### config.mk
export PLATFORM = sky130hd
export DESIGN_NAME = param_reg_file
export DESIGN_NICKNAME = d
export VERILOG_FILES = /design/src/rtl/param_reg_file.sv
export SDC_FILE = /design/constraint.sdc
export NUM_CORES = 1
export LEC_CHECK = 0
export CAP_MARGIN = 20
export CORE_MARGIN = 10
export CORE_UTILIZATION = 30
export DETAILED_ROUTE_END_ITERATION = 10
export DONT_BUFFER_PORTS = 1
export PLACE_DENSITY = 0.56
export SETUP_SLACK_MARGIN = 0.3
export SKIP_LAST_GASP = 1
export SYNTH_ARGS = -nofsm -noshare
export SYNTH_HDL_FRONTEND = slang
export SYNTH_SLANG_ARGS = --single-unit
export TNS_END_PERCENT = 50
### constraint.sdc
create_clock -name clock -period 3.68 [get_ports clock]
set_clock_uncertainty 0.05 [all_clocks]
set_input_delay 0.736 -clock clock [delete_from_list [all_inputs] [get_ports clock]]
set_output_delay 0.736 -clock clock [all_outputs]
set_load 0.005 [all_outputs]
### src/rtl/param_reg_file.sv
// Parameterised register file with a reserve/clear scoreboard.
// Register 0 reads as zero and is never busy. Optional write-to-read forwarding.
module param_reg_file #(
  parameter int unsigned DATA_W = 16,
  parameter int unsigned ADDR_W = 2,
  parameter int unsigned BYPASS = 1
) (
  input  logic              clock,
  input  logic              reset_n,
  input  logic [ADDR_W-1:0] rr1,
  input  logic [ADDR_W-1:0] rr2,
  input  logic [ADDR_W-1:0] wr,
  input  logic [DATA_W-1:0] wd,
  input  logic              regwrite,
  input  logic              rsv_en,
  input  logic [ADDR_W-1:0] rsv_addr,
  output logic [DATA_W-1:0] rd1,
  output logic [DATA_W-1:0] rd2,
  output logic              busy1,
  output logic              busy2
);

  localparam int unsigned NREGS = 2 ** ADDR_W;

  logic [DATA_W-1:0] regs_q [NREGS];
  logic [DATA_W-1:0] regs_d [NREGS];
  logic [NREGS-1:0]  busy_q;
  logic [NREGS-1:0]  busy_d;

  logic wr_valid;
  logic fwd1;
  logic fwd2;

  // Writes to register 0 are discarded so it stays hard-wired to zero.
  assign wr_valid = regwrite && (wr != '0);

  // Next-state for data: write wd into the addressed register.
  always_comb begin
    regs_d = regs_q;
    if (wr_valid) begin
      regs_d[wr] = wd;
    end
    regs_d[0] = '0;
  end

  // Next-state for scoreboard: write clears, reserve sets; reserve applied last so it wins.
  always_comb begin
    busy_d = busy_q;
    if (regwrite) begin
      busy_d[wr] = 1'b0;
    end
    if (rsv_en) begin
      busy_d[rsv_addr] = 1'b1;
    end
    busy_d[0] = 1'b0;
  end

  // State registers with asynchronous clear of data and busy bits.
  always_ff @(posedge clock or negedge reset_n) begin
    if (!reset_n) begin
      for (int i = 0; i < NREGS; i++) begin
        regs_q[i] <= '0;
      end
      busy_q <= '0;
    end else begin
      for (int i = 0; i < NREGS; i++) begin
        regs_q[i] <= regs_d[i];
      end
      busy_q <= busy_d;
    end
  end

  // Forwarding is only meaningful for a real (non-zero) write in this cycle.
  always_comb begin
    fwd1 = (BYPASS != 0) && wr_valid && (wr == rr1);
    fwd2 = (BYPASS != 0) && wr_valid && (wr == rr2);
  end

  // Combinational read ports; a forwarded value is by definition not pending.
  always_comb begin
    rd1   = fwd1 ? wd : regs_q[rr1];
    rd2   = fwd2 ? wd : regs_q[rr2];
    busy1 = fwd1 ? 1'b0 : busy_q[rr1];
    busy2 = fwd2 ? 1'b0 : busy_q[rr2];
  end

endmodule

==> results of run 1 <==
-- cell usage after synthesis (2+ instances only) --
cell / n
a21boi_1: 2
mux2_2: 96
buf_6: 4
a22o_1: 32
nor2b_4: 2
nand2_1: 7
clkbuf_1: 4
and3_1: 2
buf_12: 2
mux2_4: 18
xnor2_1: 2
a32oi_4: 2
dfrtp_1: 51
buf_2: 7
-- registers in the layout, summed over array words and instances (netlist names) --
register	cells
regs_q	48
busy_q	3
-- how the worst max path moves through the flow --
stage	start	endpoint	slack, ns	cells after the start
floorplan	rr1[1]	rd1[10]	0.95	6
global placement	wr[0]	rd2[5]	0.91	4
detailed placement	wr[0]	rd2[12]	0.89	4
CTS	wr[0]	rd2[12]	0.89	4
global route	wr[0]	rd2[15]	0.87	4
finish	wr[0]	rd2[12]	0.91	4
-- power breakdown --
| part | switching [mW] | internal (mW) |
|---|---|---|
| Clock | 0.193 | 0.272 |
| Sequential | 0.0717 | 0.666 |
| Combinational | 0.143 | 0.271 |
-- metal layers --
metal | part of all wire | wire length (microns)
met1 | 0.49 | 4190
met2 | 0.44 | 3780
met3 | 0.063 | 543
met4 | 0.0087 | 75
met5 | 0 | 0
-- area by class of cell --
| cell class | instances | area (sq um) |
|---|---|---|
| fill | 1049 | 7000 |
| timing repair buffer | 6 | 45.0 |
| multi-input combinational | 170 | 1840 |
| clock inverter | 2 | 60.1 |
| sequential | 51 | 1280 |
| clock buffer | 6 | 72.6 |
| tap | 136 | 170 |
-- through the flow --
stage	hold WS [ns]	setup slack, ns	utilization	cell area [sq um]
2_1_floorplan	0.390	0.951	-	3250
3_3_place_gp	0.393	0.908	0.318	3330
3_5_place_dp	0.393	0.895	0.318	3330
4_1_cts	0.0403	0.895	0.331	3460
5_1_grt	0.0259	0.868	0.331	3460
6_report	0.0572	0.911	0.331	3460
-- cell families after synthesis --
kind of cell	after synthesis	share of synthesized area
simple gates	15	0.0285
mux	114	0.415
xor+xnor	2	0.00538
flops	51	0.392
buf+inv	18	0.0438
compound gates	39	0.115
==> results.cfg, run 1 <==
[worst_setup_path]
critPathKind = primary input to output pin
crit-reg2reg-launch = regs_q[34]
regToRegSetupSlack_ns = 2.84
crit_chain = and2b_1, a32oi_4, buf_4, mux2_2
arrival_ns = 1.98
critPathMaxFanout = 17
slowest_stage = mux2_2
reg2reg_depth = 1
required_ns = 2.89
max_stage_delay_ns = 0.40
critPathCaptureType = output pin
crit_buf_inv = 1
cp-start-kind = primary input
rr_endpoint = regs_q[34]
cpLargestDelayFamily = multiplexers

[global_routing]
use_met3 = 0.0317
grt_pass1_vias = 2166
grt.met2_usage = 0.173
grt_max_degree = 52
grt_pass1_wl_mm = 13.4
globalRoute.busiestLayer = met2
antenna_found_initial = 0
met1_usage = 0.157
grt_overflow = 0
grt_use_total = 0.114

[sta]
tightest_slew_ns = 0.522
period_share = 0.752
period_needed_ns = 2.77
setup_tns_ns = 0
rsz0062_at_grt = false
finalMaxSlewViolations = 0
relSlewSlack = 0.650
fmax_mhz = 361
setup_viol = 0
hold_viol = 0

[synthesis]
synth_top_cell_area_share = 0.392
synth_top_cell_by_area = dfrtp_1
ys_types = 22
ys_ff_latch = 51
synth_nets = 267
synth_edf_count = 0
synth_ff_type = dfrtp_1
synth_area_leaders = dfrtp_1 39%, mux2_2 33%, a22o_1 8.6%
synthArstFlopShare = 1.00
yosysWarnings = 0
synth.yosys.seq_area_share = 0.392
syn_area_sq_um = 3250
synthCells = 239
synth_area_per_cell_sq_um = 13.6

[route]
drtIter0Drc = 99
drt_pass1_iterations = 6
ant_nets = 0
wl_per_cell_microns = 23.2
drc_errors = 0
num_vias = 2011
routed_wl_mm = 8.59
routed_via_density = 5.42

[clocking]
cts_made_buffers = 5
hold_buffers = 0
clock_latency_ns = 0.30
cts-resized-gates = 0
path_clk_slew_ns = 0.10
cts_max_path_buffers = 2
cts_tree = yes
cts_root_buf = clkbuf_8
post_cts_buffers = 0
cts.sinks = 51
h-tree-depth = 2

[floorplanning]
coreArea_sq_um = 10500
die_y_microns = 124
num_rows = 37
io_pins = 62
die_width_microns = 124
die_area_sq_um = 15400
initial_core_util = 0.311

[power_and_ir_drop]
p_total_mw = 1.62
p_leak_nw = 1.48
p_per_area_nw_per_um2 = 467
peakVddDrop_mv = 0.261

[place]
hpwl_mm = 5.51
gp_congestion = 0.731
dpl.cell_count = 363
port_buffers = 0

[run]
max_cap_violations = 0

[layout]
drive_above_1_share = 0.562
most-common-layout-cells = 96 x mux2_2, 51 x dfrtp_1, 32 x a22o_1, 18 x mux2_4, 7 x nand2_1
layout_commonest_cell = mux2_2
areaGrowthSynthToFinish_pct = 6.31
stdcell_count = 371
num-nets-final = 262
antenna_cells = 0

[status]
status = finished clean

[worst_hold_path]
hold_path_class = primary input to async pin
(Power assumes the default switching activity.)
==> inputs of run 2 (changes only) <==
clock period = 2.85 ns   (was 3.68 ns; I/O delays follow)
==> run 2 against run 1 <==
Via count shrank 1.0%. Flip-flop and latch count is the same. Power grew 19%. Utilization is the same. Combinational power grew 33%. Critical path depth is the same. Clock-buffer cell count is the same. Register-to-register slack lost 0.82 ns. First-iteration DRC count shrank 6.1%. Clock power shrank 8.6%. Global-route usage shrank 0.21 points. Cell area is the same. Critical endpoint is now rd1[15]. Largest power group unchanged.
==> results.cfg, run 2 (synthesized netlist as in run 1, its figures left out) <==
[route]
drc_errors = 0
wl_per_cell_microns = 22.8
num_vias = 1990
ant_nets = 0
drtIter0Drc = 93
routed_wl_mm = 8.52
drt_pass1_iterations = 4
routed_via_density = 5.34

[layout]
largest_reg_flops = 48
areaGrowthSynthToFinish_pct = 6.31
top_register = regs_q
fin_area_sq_um = 3460
num-nets-final = 264
drive_above_1_share = 0.565
most-common-layout-cells = 96 x mux2_2, 51 x dfrtp_1, 32 x a22o_1, 18 x mux2_4, 7 x nand2_1
antenna_cells = 0
reg.largest.list = regs_q x48, busy_q x3
layout_commonest_cell = mux2_2
stdcell_count = 373

[place]
port_buffers = 0
gp_congestion = 0.730
dp_slack_ns = 0.492
hpwl_mm = 5.55
dpl_cell_area_sq_um = 3350
dpl.cell_count = 364

[sta]
setup_tns_ns = 0
period_share = 0.825
rsz0062_at_grt = false
finalMaxSlewViolations = 0
fmax_mhz = 425
period_needed_ns = 2.35
tightest_slew_ns = 0.528
setup_viol = 0
hold_viol = 0
relSlewSlack = 0.646
fin_ws_ns = 0.497

[clocking]
cts_max_path_buffers = 2
post_cts_buffers = 0
path_clk_slew_ns = 0.09
hold_buffers = 1
cts_made_buffers = 5
cts.sinks = 51
cts_root_buf = clkbuf_8
cts-resized-gates = 0
h-tree-depth = 2
cts_tree = yes
clock_latency_ns = 0.30

[floorplanning]
num_rows = 37
die_width_microns = 124
initial_core_util = 0.311
die_area_sq_um = 15400
coreArea_sq_um = 10500
die_y_microns = 124
io_pins = 62

[worst_setup_path]
required_ns = 2.23
cp-start-kind = primary input
reg2reg_depth = 1
critPathMaxFanout = 11
critPathKind = primary input to output pin
regToRegSetupSlack_ns = 2.02
arrival_ns = 1.73
rr_endpoint = regs_q[0]
crit-reg2reg-launch = regs_q[0]
critPathCaptureType = output pin

[power_and_ir_drop]
p_total_mw = 1.93
p_per_area_nw_per_um2 = 557
peakVddDrop_mv = 0.209
p_leak_nw = 1.48

[global_routing]
antenna_found_initial = 0
grt_use_total = 0.112
grt_overflow = 0
grt_max_degree = 52
grt_pass1_vias = 2249
grt_pass1_wl_mm = 13.1

[status]
status = finished clean

[worst_hold_path]
hold_path_class = primary input to async pin

[run]
max_cap_violations = 0
-- run 2: cell types whose count changed in the layout (fill, tap and decap cells not counted), sizes merged --
cell and delta:
clkinv +1, bufinv -2, clkinvlp +1, buf +2
-- run 2: worst max path at each step --
stage                       from       to  cells past startpoint
after floorplan           rr1[1]  rd1[10]                      6
after global placement     wr[0]  rd1[15]                      4
after detailed placement   wr[0]  rd1[15]                      4
after CTS                  wr[0]  rd1[15]                      4
after global routing       wr[0]  rd1[15]                      4
final                      wr[0]  rd1[15]                      4
-- run 2: final cells by class --
| type | instances | area (sq um) |
|---|---|---|
| clock inverter | 2 | 12.5 |
| sequential | 51 | 1280 |
| multi-input combinational | 170 | 1840 |
| tap | 136 | 170 |
| timing repair buffer | 8 | 92.6 |
| fill | 1052 | 7000 |
| clock buffer | 6 | 72.6 |
-- run 2: power by group --
group,switching (mW),internal (mW),leakage (nW)
Combinational,0.194,0.356,0.839
Sequential,0.0919,0.859,0.603
Clock,0.253,0.173,0.0412
Total,0.539,1.39,1.48
-- run 2: routing by layer --
layer	wire length [microns]	global-route usage	vias to the layer above	part of all wire
met3	616	0.0317	10	0.072
met4	96	0.0309	0	0.011
met5	0	0	-	0
met1	3920	0.146	1028	0.46
met2	3880	0.178	51	0.46
li1	-	-	901	-
-- run 2: metrics by stage --
step / hold WS [ns] / util
2_1_floorplan: 0.224 / -
3_3_place_gp: 0.227 / 0.320
3_5_place_dp: 0.227 / 0.320
4_1_cts: 0.0595 / 0.331
5_1_grt: 0.0619 / 0.331
6_report: 0.0572 / 0.331
-- run 2: critical path: stages --
cell     delay, ns
and2b_1       0.23
a32oi_4       0.25
buf_4         0.29
mux2_2        0.39
